<file path="config.mk">
export PLATFORM = sky130hd
export DESIGN_NAME = onehot_encoder_pipe
export DESIGN_NICKNAME = d
export VERILOG_FILES = /design/src/rtl/onehot_encoder_pipe.sv
export SDC_FILE = /design/constraint.sdc
export NUM_CORES = 1
export LEC_CHECK = 0
export ABC_AREA = 0
export CELL_PAD_IN_SITES_DETAIL_PLACEMENT = 0
export CELL_PAD_IN_SITES_GLOBAL_PLACEMENT = 1
export CORE_ASPECT_RATIO = 0.8
export CORE_MARGIN = 1
export CORE_UTILIZATION = 23
export DETAILED_ROUTE_END_ITERATION = 6
export GPL_ROUTABILITY_DRIVEN = 0
export GPL_TIMING_DRIVEN = 0
export HOLD_SLACK_MARGIN = 0.06
export PLACE_DENSITY = 0.69
export SLEW_MARGIN = 15
export SYNTH_ARGS = -nofsm -noshare
export SYNTH_HDL_FRONTEND = slang
export SYNTH_SLANG_ARGS = --single-unit
</file>
<file path="constraint.sdc">
create_clock -name clk -period 1.55 [get_ports clk]
set_input_delay 0.31 -clock clk [delete_from_list [all_inputs] [get_ports clk]]
set_output_delay 0.31 -clock clk [all_outputs]
set_load 0.005 [all_outputs]
</file>
<file path="src/rtl/onehot_encoder_pipe.sv">
// Registered IN_W-to-index encoder with strict one-hot or priority modes,
// zero/multi-hot flags, a saturating error counter and valid/ready handshakes.
module onehot_encoder_pipe #(
   parameter  int IN_W     = 8,
   parameter  int MODE     = 0,
   parameter  int PRIO_MSB = 1,
   parameter  int CNT_W    = 8,
   localparam int OUT_W    = $clog2(IN_W)
) (
   input  logic             clk,
   input  logic             rst_n,
   input  logic             in_valid,
   output logic             in_ready,
   input  logic [IN_W-1:0]  in_data,
   output logic             out_valid,
   input  logic             out_ready,
   output logic [OUT_W-1:0] out_code,
   output logic             out_zero,
   output logic             out_err,
   input  logic             clr_cnt,
   output logic [CNT_W-1:0] err_cnt
);

   logic             out_valid_q, out_valid_d;
   logic [OUT_W-1:0] out_code_q, out_code_d;
   logic             out_zero_q, out_zero_d;
   logic             out_err_q, out_err_d;
   logic [CNT_W-1:0] err_cnt_q, err_cnt_d;

   logic             accept;
   logic [OUT_W-1:0] hi_idx, lo_idx;
   logic             enc_zero, enc_multi, enc_err;

   assign in_ready = !out_valid_q || out_ready;
   assign accept   = in_valid && in_ready;

   // hi_idx ends on the highest set bit, lo_idx on the lowest.
   always_comb begin
      hi_idx = '0;
      lo_idx = '0;
      for (int unsigned i = 0; i < IN_W; i++) begin
         if (in_data[i]) hi_idx = OUT_W'(i);
         if (in_data[IN_W-1-i]) lo_idx = OUT_W'(IN_W-1-i);
      end
      enc_zero  = ~|in_data;
      enc_multi = |(in_data & (in_data - 1'b1));
      enc_err   = enc_multi && (MODE == 0);
   end

   always_comb begin
      out_valid_d = out_valid_q;
      out_code_d  = out_code_q;
      out_zero_d  = out_zero_q;
      out_err_d   = out_err_q;
      err_cnt_d   = err_cnt_q;
      // in_data is only looked at under accept so X on idle cycles stays out of state.
      if (accept) begin
         out_valid_d = 1'b1;
         out_code_d  = (PRIO_MSB != 0) ? hi_idx : lo_idx;
         out_zero_d  = enc_zero;
         out_err_d   = enc_err;
      end else if (out_ready) begin
         out_valid_d = 1'b0;
      end
      if (clr_cnt) begin
         err_cnt_d = '0;
      end else if (accept && enc_err && (err_cnt_q != '1)) begin
         err_cnt_d = err_cnt_q + 1'b1;
      end
   end

   always_ff @(posedge clk or negedge rst_n) begin
      if (!rst_n) begin
         out_valid_q <= 1'b0;
         out_code_q  <= '0;
         out_zero_q  <= 1'b0;
         out_err_q   <= 1'b0;
         err_cnt_q   <= '0;
      end else begin
         out_valid_q <= out_valid_d;
         out_code_q  <= out_code_d;
         out_zero_q  <= out_zero_d;
         out_err_q   <= out_err_d;
         err_cnt_q   <= err_cnt_d;
      end
   end

   assign out_valid = out_valid_q;
   assign out_code  = out_code_q;
   assign out_zero  = out_zero_q;
   assign out_err   = out_err_q;
   assign err_cnt   = err_cnt_q;

endmodule

</file>
==> impl_results.md, run 1 <==
- Outcome: finished, violations left
- Failing checks: setup timing
- Clock network fraction of design power: 37.7%
- Grt ovf: 0
- DP Wirelength: 1.50 mm
- Die height: 56.2 um
- Top post-synthesis cells by area: dfrtp_1 (41%), nand2_1 (4.4%), nor3_1 (3.6%), o21ai_0 (3.6%), o21ba_2 (3.6%)
- Crit path kind: primary input to flop
- Post-Syn Area: 845 um2
- Crit. End Element: flop
- Final-report max-slew violation count: 0
- Synth top cells by count: dfrtp_1 (14), nand2_1 (10), nor3_1 (6), o21ai_0 (6)
- Pint: 723 uW
- Sw Ratio: 24.1%
- DR vias: 807
- Final core utilization: 39.0%
- Post-synth top area cell: dfrtp_1
- Seq pwr share: 41.9%
- Min-delay worst type: primary input to flop
- Tightest Pin Transition: 0.649 ns
- Comb pwr share: 20.3%
- FF-to-FF path depth: 6
- Total of max-cap violations: 0
- Num ports: 28
- RSZ-0062 raised after global routing: yes
- Core Box Area: 3470 um2
- CTS tree: built
- Final Critical Period: 1.75 ns
- GRT Overall Usage: 11.2%
- # DRC: 0
- Final wirelength: 2.17 mm
- Critical path arrival: 1.89 ns
- CP required: 1.69 ns
- Synth Warn #: 0
- Final setup TNS: -1.47 ns
- First-pass GRT wire length: 3.50 mm
- TritonRoute pass-1 iters: 4
- Area Growth Syn to Fin: 60.1%
- Hold WS: 0.373 ns
- Placement Rows: 19
- Clock Root Buffer: clkbuf_8
- IO Port Bufs: 26
- Mean post-synth cell area: 9.60 um2
- Vias in the first global route: 737
- Synth Register Bits: 14
- Final Cycle Share: 113%
- Count leader, synth: dfrtp_1
- Die area: 3920 um2
- Startpoint Class: primary input
- Synth Instances: 88
- Layout cells sized above 1: 31.2%
- PwrDens: 704 nW/um2
- Seq/Total Area, Yosys: 41.5%
- Largest net degree at the start of global routing: 15
- Maximum root-to-sink buffer count: 2
- Fmax: 571 MHz
- Post-synth EDFFs: 0
- Final setup fails: 10
- Clock skew: 0.00420 ns
- Total power: 952 uW
- CP max FO: 7
- Area share of the largest cell type after synthesis: 41.5%
- Pleak: 0.000556 uW
- FILL cells: 343
- Synth Flop Type: dfrtp_1
- Slew margin rel.: 56.6%
- Avg Vias per Cell: 4.83
- ANT nets after route: 0
- Async S/R FF share, synth: 100%
- Syn_nets: 102
- Routed WL per cell: 13.0 um
- Reg clk slew, reported paths: 0.06 ns
- Sw power: 230 uW
- Clk Latency, worst-skew pair: 0.24 ns
- Starting Density: 24.3%
- Max IR drop VDD: 0.000501 V
- Post-synth cell types: 32
- H-tree lvl count: 1
- Antenna violations before repair: 0
- Starting DRT DRC Count: 22
- Nets: 140
- Clk sinks: 14
- N_diodes: 0
- Cts bufs inserted: 3
- Hold path depth: 3
- Final Hold Violating Endpoints: 0
- Die X: 69.8 um
- Setup ws final: -0.200 ns
state kept, by name (all words and copies together) (netlist names):
name and cells:
out_valid 1, out_zero 1, err_cnt 8, out_code 3, out_err 1
per-stage QoR:
stage,cells,setup slack (ns),cell area [um2]
6_report,167,-0.200,1350
4_1_cts,163,-0.260,1270
3_3_place_gp,156,-0.886,1160
5_1_grt,167,-0.286,1350
3_5_place_dp,156,-0.900,1160
2_1_floorplan,88,-0.227,851
power groups by stage:
stage	Clock (uW)	Combinational [uW]	Sequential, uW
after floorplan	0	65.0	407
after global placement	0	169	405
after detailed placement	0	172	407
after CTS	370	178	401
after global routing	390	215	403
final	359	193	399
final cells by class:
class                           instances  area, um2  area share, %
Multi-Input combinational cell         68        527           38.9
Sequential cell                        14        355           26.3
Timing Repair Buffer                   33        322           23.8
Clock buffer                            4       55.1           4.07
Tap cell                               42       52.6           3.89
Buffer                                  3       30.0           2.22
Inverter                                3       11.3          0.833
path summary, 6_finish.rpt:
path / slack (ns) / end / start
worst max-delay path: -0.20 / err_cnt[3] / in_data[4]
worst min-delay path: 0.37 / out_zero / in_data[5]
worst max register to register: -0.18 / err_cnt[7] / err_cnt[0]
worst min register to register: 0.48 / out_code[2] / out_code[2]
max in group asynchronous: 0.63 / err_cnt[6] / rst_n
min in group asynchronous: 0.46 / err_cnt[2] / rst_n
logic make-up after synthesis:
| logic type | count (synthesis) | share of synthesized area (%) |
|---|---|---|
| flip-flops | 14 | 41.5 |
| adder cells (fa/ha/maj) | 1 | 1.48 |
| AND/OR/NAND/NOR | 39 | 24.1 |
| AO/OA/AOI/OAI | 25 | 24.1 |
| buffers and inverters | 6 | 4.44 |
| multiplexers | 3 | 4.30 |
repair_timing:
| action | in CTS | in global routing |
|---|---|---|
| pin swaps | 5 | 5 |
| setup buffers | 2 | 4 |
| hold buffers | 0 | 0 |
| gates cloned | 1 | 0 |
| endpoints found under the setup margin | 11 | 12 |
| resized for setup | 24 | 20 |
metal layers:
metal	share of wire, %	track usage, %
met1	48	16.3
met2	45	16.0
met3	6.4	4.89
met4	0.65	0.857
met5	0	0
placed cells by master, fill, tap and decap left out, drive strengths merged, types with 2 or more instances in the layout:
cell type      count
clkdlybuf4s50     19
dfrtp             14
buf               12
nand2             10
nor3               6
o21ai              6
clkbuf             5
nor2               4
nand4              4
a21oi              4
nand2b             4
inv                3
o21a               3
o21ba              3
nor2b              3
nand3              2
and3               2
mux2               2
dlygate4sd2        2
dlymetal6s2s       2
or3                2
worst max-delay path, stage by stage:
cell       delay, ns
buf_6           0.11
or4_4           0.53
a2111oi_4       0.27
a2bb2oi_4       0.27
buf_6           0.16
nor3_2          0.04
o21ba_2         0.20
No activity file was read; power rests on OpenSTA's default activity.
==> run 2, diff against run 1 <==
--- a/config.mk
+++ b/config.mk
@@ -16,7 +16,6 @@
 export GPL_TIMING_DRIVEN = 0
 export HOLD_SLACK_MARGIN = 0.06
 export PLACE_DENSITY = 0.69
-export SLEW_MARGIN = 15
 export SYNTH_ARGS = -nofsm -noshare
 export SYNTH_HDL_FRONTEND = slang
 export SYNTH_SLANG_ARGS = --single-unit
==> results of run 2 <==
No change in the layout: final DEF, timing and power equal those of run 1.
==> run 3, diff against run 2 <==
--- a/config.mk
+++ b/config.mk
@@ -15,7 +15,8 @@
 export GPL_ROUTABILITY_DRIVEN = 0
 export GPL_TIMING_DRIVEN = 0
 export HOLD_SLACK_MARGIN = 0.06
-export PLACE_DENSITY = 0.69
+export PLACE_DENSITY = 0.63
+export REMOVE_ABC_BUFFERS = 1
 export SYNTH_ARGS = -nofsm -noshare
 export SYNTH_HDL_FRONTEND = slang
 export SYNTH_SLANG_ARGS = --single-unit
==> run 3 against run 2 <==
Net effect: the run still ends with setup timing left; die area did not move; global-route usage is 0.14 points higher; wire length is 4.6% lower; cell count grew 0.60%; largest power group unchanged.
==> impl_results.md, run 3 (same netlist as run 1, synthesis figures left out) <==
- IO Port Bufs: 27
- Starting Density: 24.3%
- Final Non-Filler Cells: 168
- FILL cells: 347
- Largest register FFs: 8
- Final-report max-slew violation count: 0
- Reg clk slew, reported paths: 0.06 ns
- Starting DRT DRC Count: 23
- Clk Latency, worst-skew pair: 0.25 ns
- Die height: 56.2 um
- Max IR drop VDD: 0.000478 V
- Final Cycle Share: 111%
- Hold_buf cts: 0
- Min-delay worst type: primary input to flop
- DP Wirelength: 1.43 mm
- Maximum root-to-sink buffer count: 2
- Core Box Area: 3470 um2
- FF-to-FF path depth: 6
- Cell Count Post-Placement: 154
- Routed WL per cell: 12.3 um
- Startpoint Class: primary input
- Slew margin rel.: 55.7%
- Area Growth Syn to Fin: 57.5%
- Clk sinks: 14
- Critical path arrival: 1.86 ns
- H-tree lvl count: 1
- Failing checks: setup timing
- Layout cells sized above 1: 27.8%
- CP required: 1.68 ns
- Crit path kind: primary input to flop
- Vias in the first global route: 772
- RSZ-0062 raised after global routing: yes
- Dpl ws: -1.33 ns
- TritonRoute pass-1 iters: 4
- Final Critical Period: 1.72 ns
- Final setup fails: 8
- Clock skew: 0.00441 ns
- GRT Overall Usage: 11.4%
- Antenna violations before repair: 0
- Num ports: 28
- Placement Rows: 19
- Placed Area: 1140 um2
- Avg Vias per Cell: 4.74
- # DRC: 0
- Die X: 69.8 um
- Final wirelength: 2.07 mm
- Final Hold Violating Endpoints: 0
- Total power: 948 uW
- Hold path depth: 3
- PwrDens: 713 nW/um2
- Clock Root Buffer: clkbuf_8
- Most frequent cells in the layout: clkdlybuf4s50_1 (15), dfrtp_1 (11), nand2_1 (10), buf_4 (8)
- Grt ovf: 0
- Cts bufs inserted: 3
- ANT nets after route: 0
- CP max FO: 7
- Total of max-cap violations: 0
- Setup ws final: -0.173 ns
- CTS tree: built
- Outcome: finished, violations left
- N_diodes: 0
- DR vias: 796
- Die area: 3920 um2
- Most common cell after layout, fill and taps aside: clkdlybuf4s50_1
- Post-route cell area: 1330 um2
- Final core utilization: 38.3%
- Largest net degree at the start of global routing: 15
- Pleak: 0.000591 uW
- Tightest Pin Transition: 0.662 ns
- First-pass GRT wire length: 3.53 mm
- Crit. End Element: flop
- Fmax: 580 MHz
- Nets: 141
==> run 3: cell count changes in the layout (fill, tap and decap cells not counted), moves of 2 or more <==
cell             before  now
o21ai_2               3    1
dlygate4sd2_1         2    5
buf_4                 3    8
buf_6                 6    4
clkdlybuf4s50_1      19   15
==> run 3: what timing repair did <==
item | 4_1_cts | 5_1_grt
pin swaps | 12 | 1
resized for setup | 39 | 8
setup endpoints to repair | 12 | 14
setup buffers | 6 | 4
endpoints found under the hold margin | 0 | 0
==> run 3: final timing paths <==
| path | from | end | slack [ns] |
|---|---|---|---|
| max reg2reg | err_cnt[1] | err_cnt[7] | -0.06 |
| min | in_data[0] | out_zero | 0.37 |
| min in group asynchronous | rst_n | out_code[1] | 0.47 |
| max in group asynchronous | rst_n | err_cnt[4] | 0.62 |
| max | in_data[4] | err_cnt[4] | -0.17 |
| min reg2reg | out_code[2] | out_code[2] | 0.49 |
==> run 3: layout make-up <==
type	count	area (um2)	share of cell area, %
timing repair buffer	37	357	26.8
multi-input combinational	68	500	37.6
sequential	14	354	26.6
inverter	3	11.3	0.847
tap	42	52.6	3.95
clock buffer	4	55.1	4.14
==> run 3: layer usage <==
metal,wire (um),global-route usage [%]
met4,4,1.71
met1,999,15.4
met3,99,4.89
met2,966,17.2
met5,0,0
==> run 3: report_power, final <==
part	switching [uW]	total [uW]	internal, uW
clock network	137	362	225
logic	80.1	187	107
registers	11.9	398	386
total	229	948	718
==> run 3: worst max-delay path, stage by stage <==
cell and delay [ns]:
buf_6 0.11, or4_4 0.53, a2111oi_4 0.26, a2bb2oi_4 0.24
buf_6 0.16, nor3_2 0.04, o21ba_2 0.20
==> run 3: stage by stage <==
step	setup TNS (ns)	hold WS (ns)
global placement	-10.58	0.463
CTS	-0.912	0.366
floorplan	-3.48	0.0144
finish	-1.09	0.366
global route	-1.38	0.369
detailed placement	-10.74	0.481
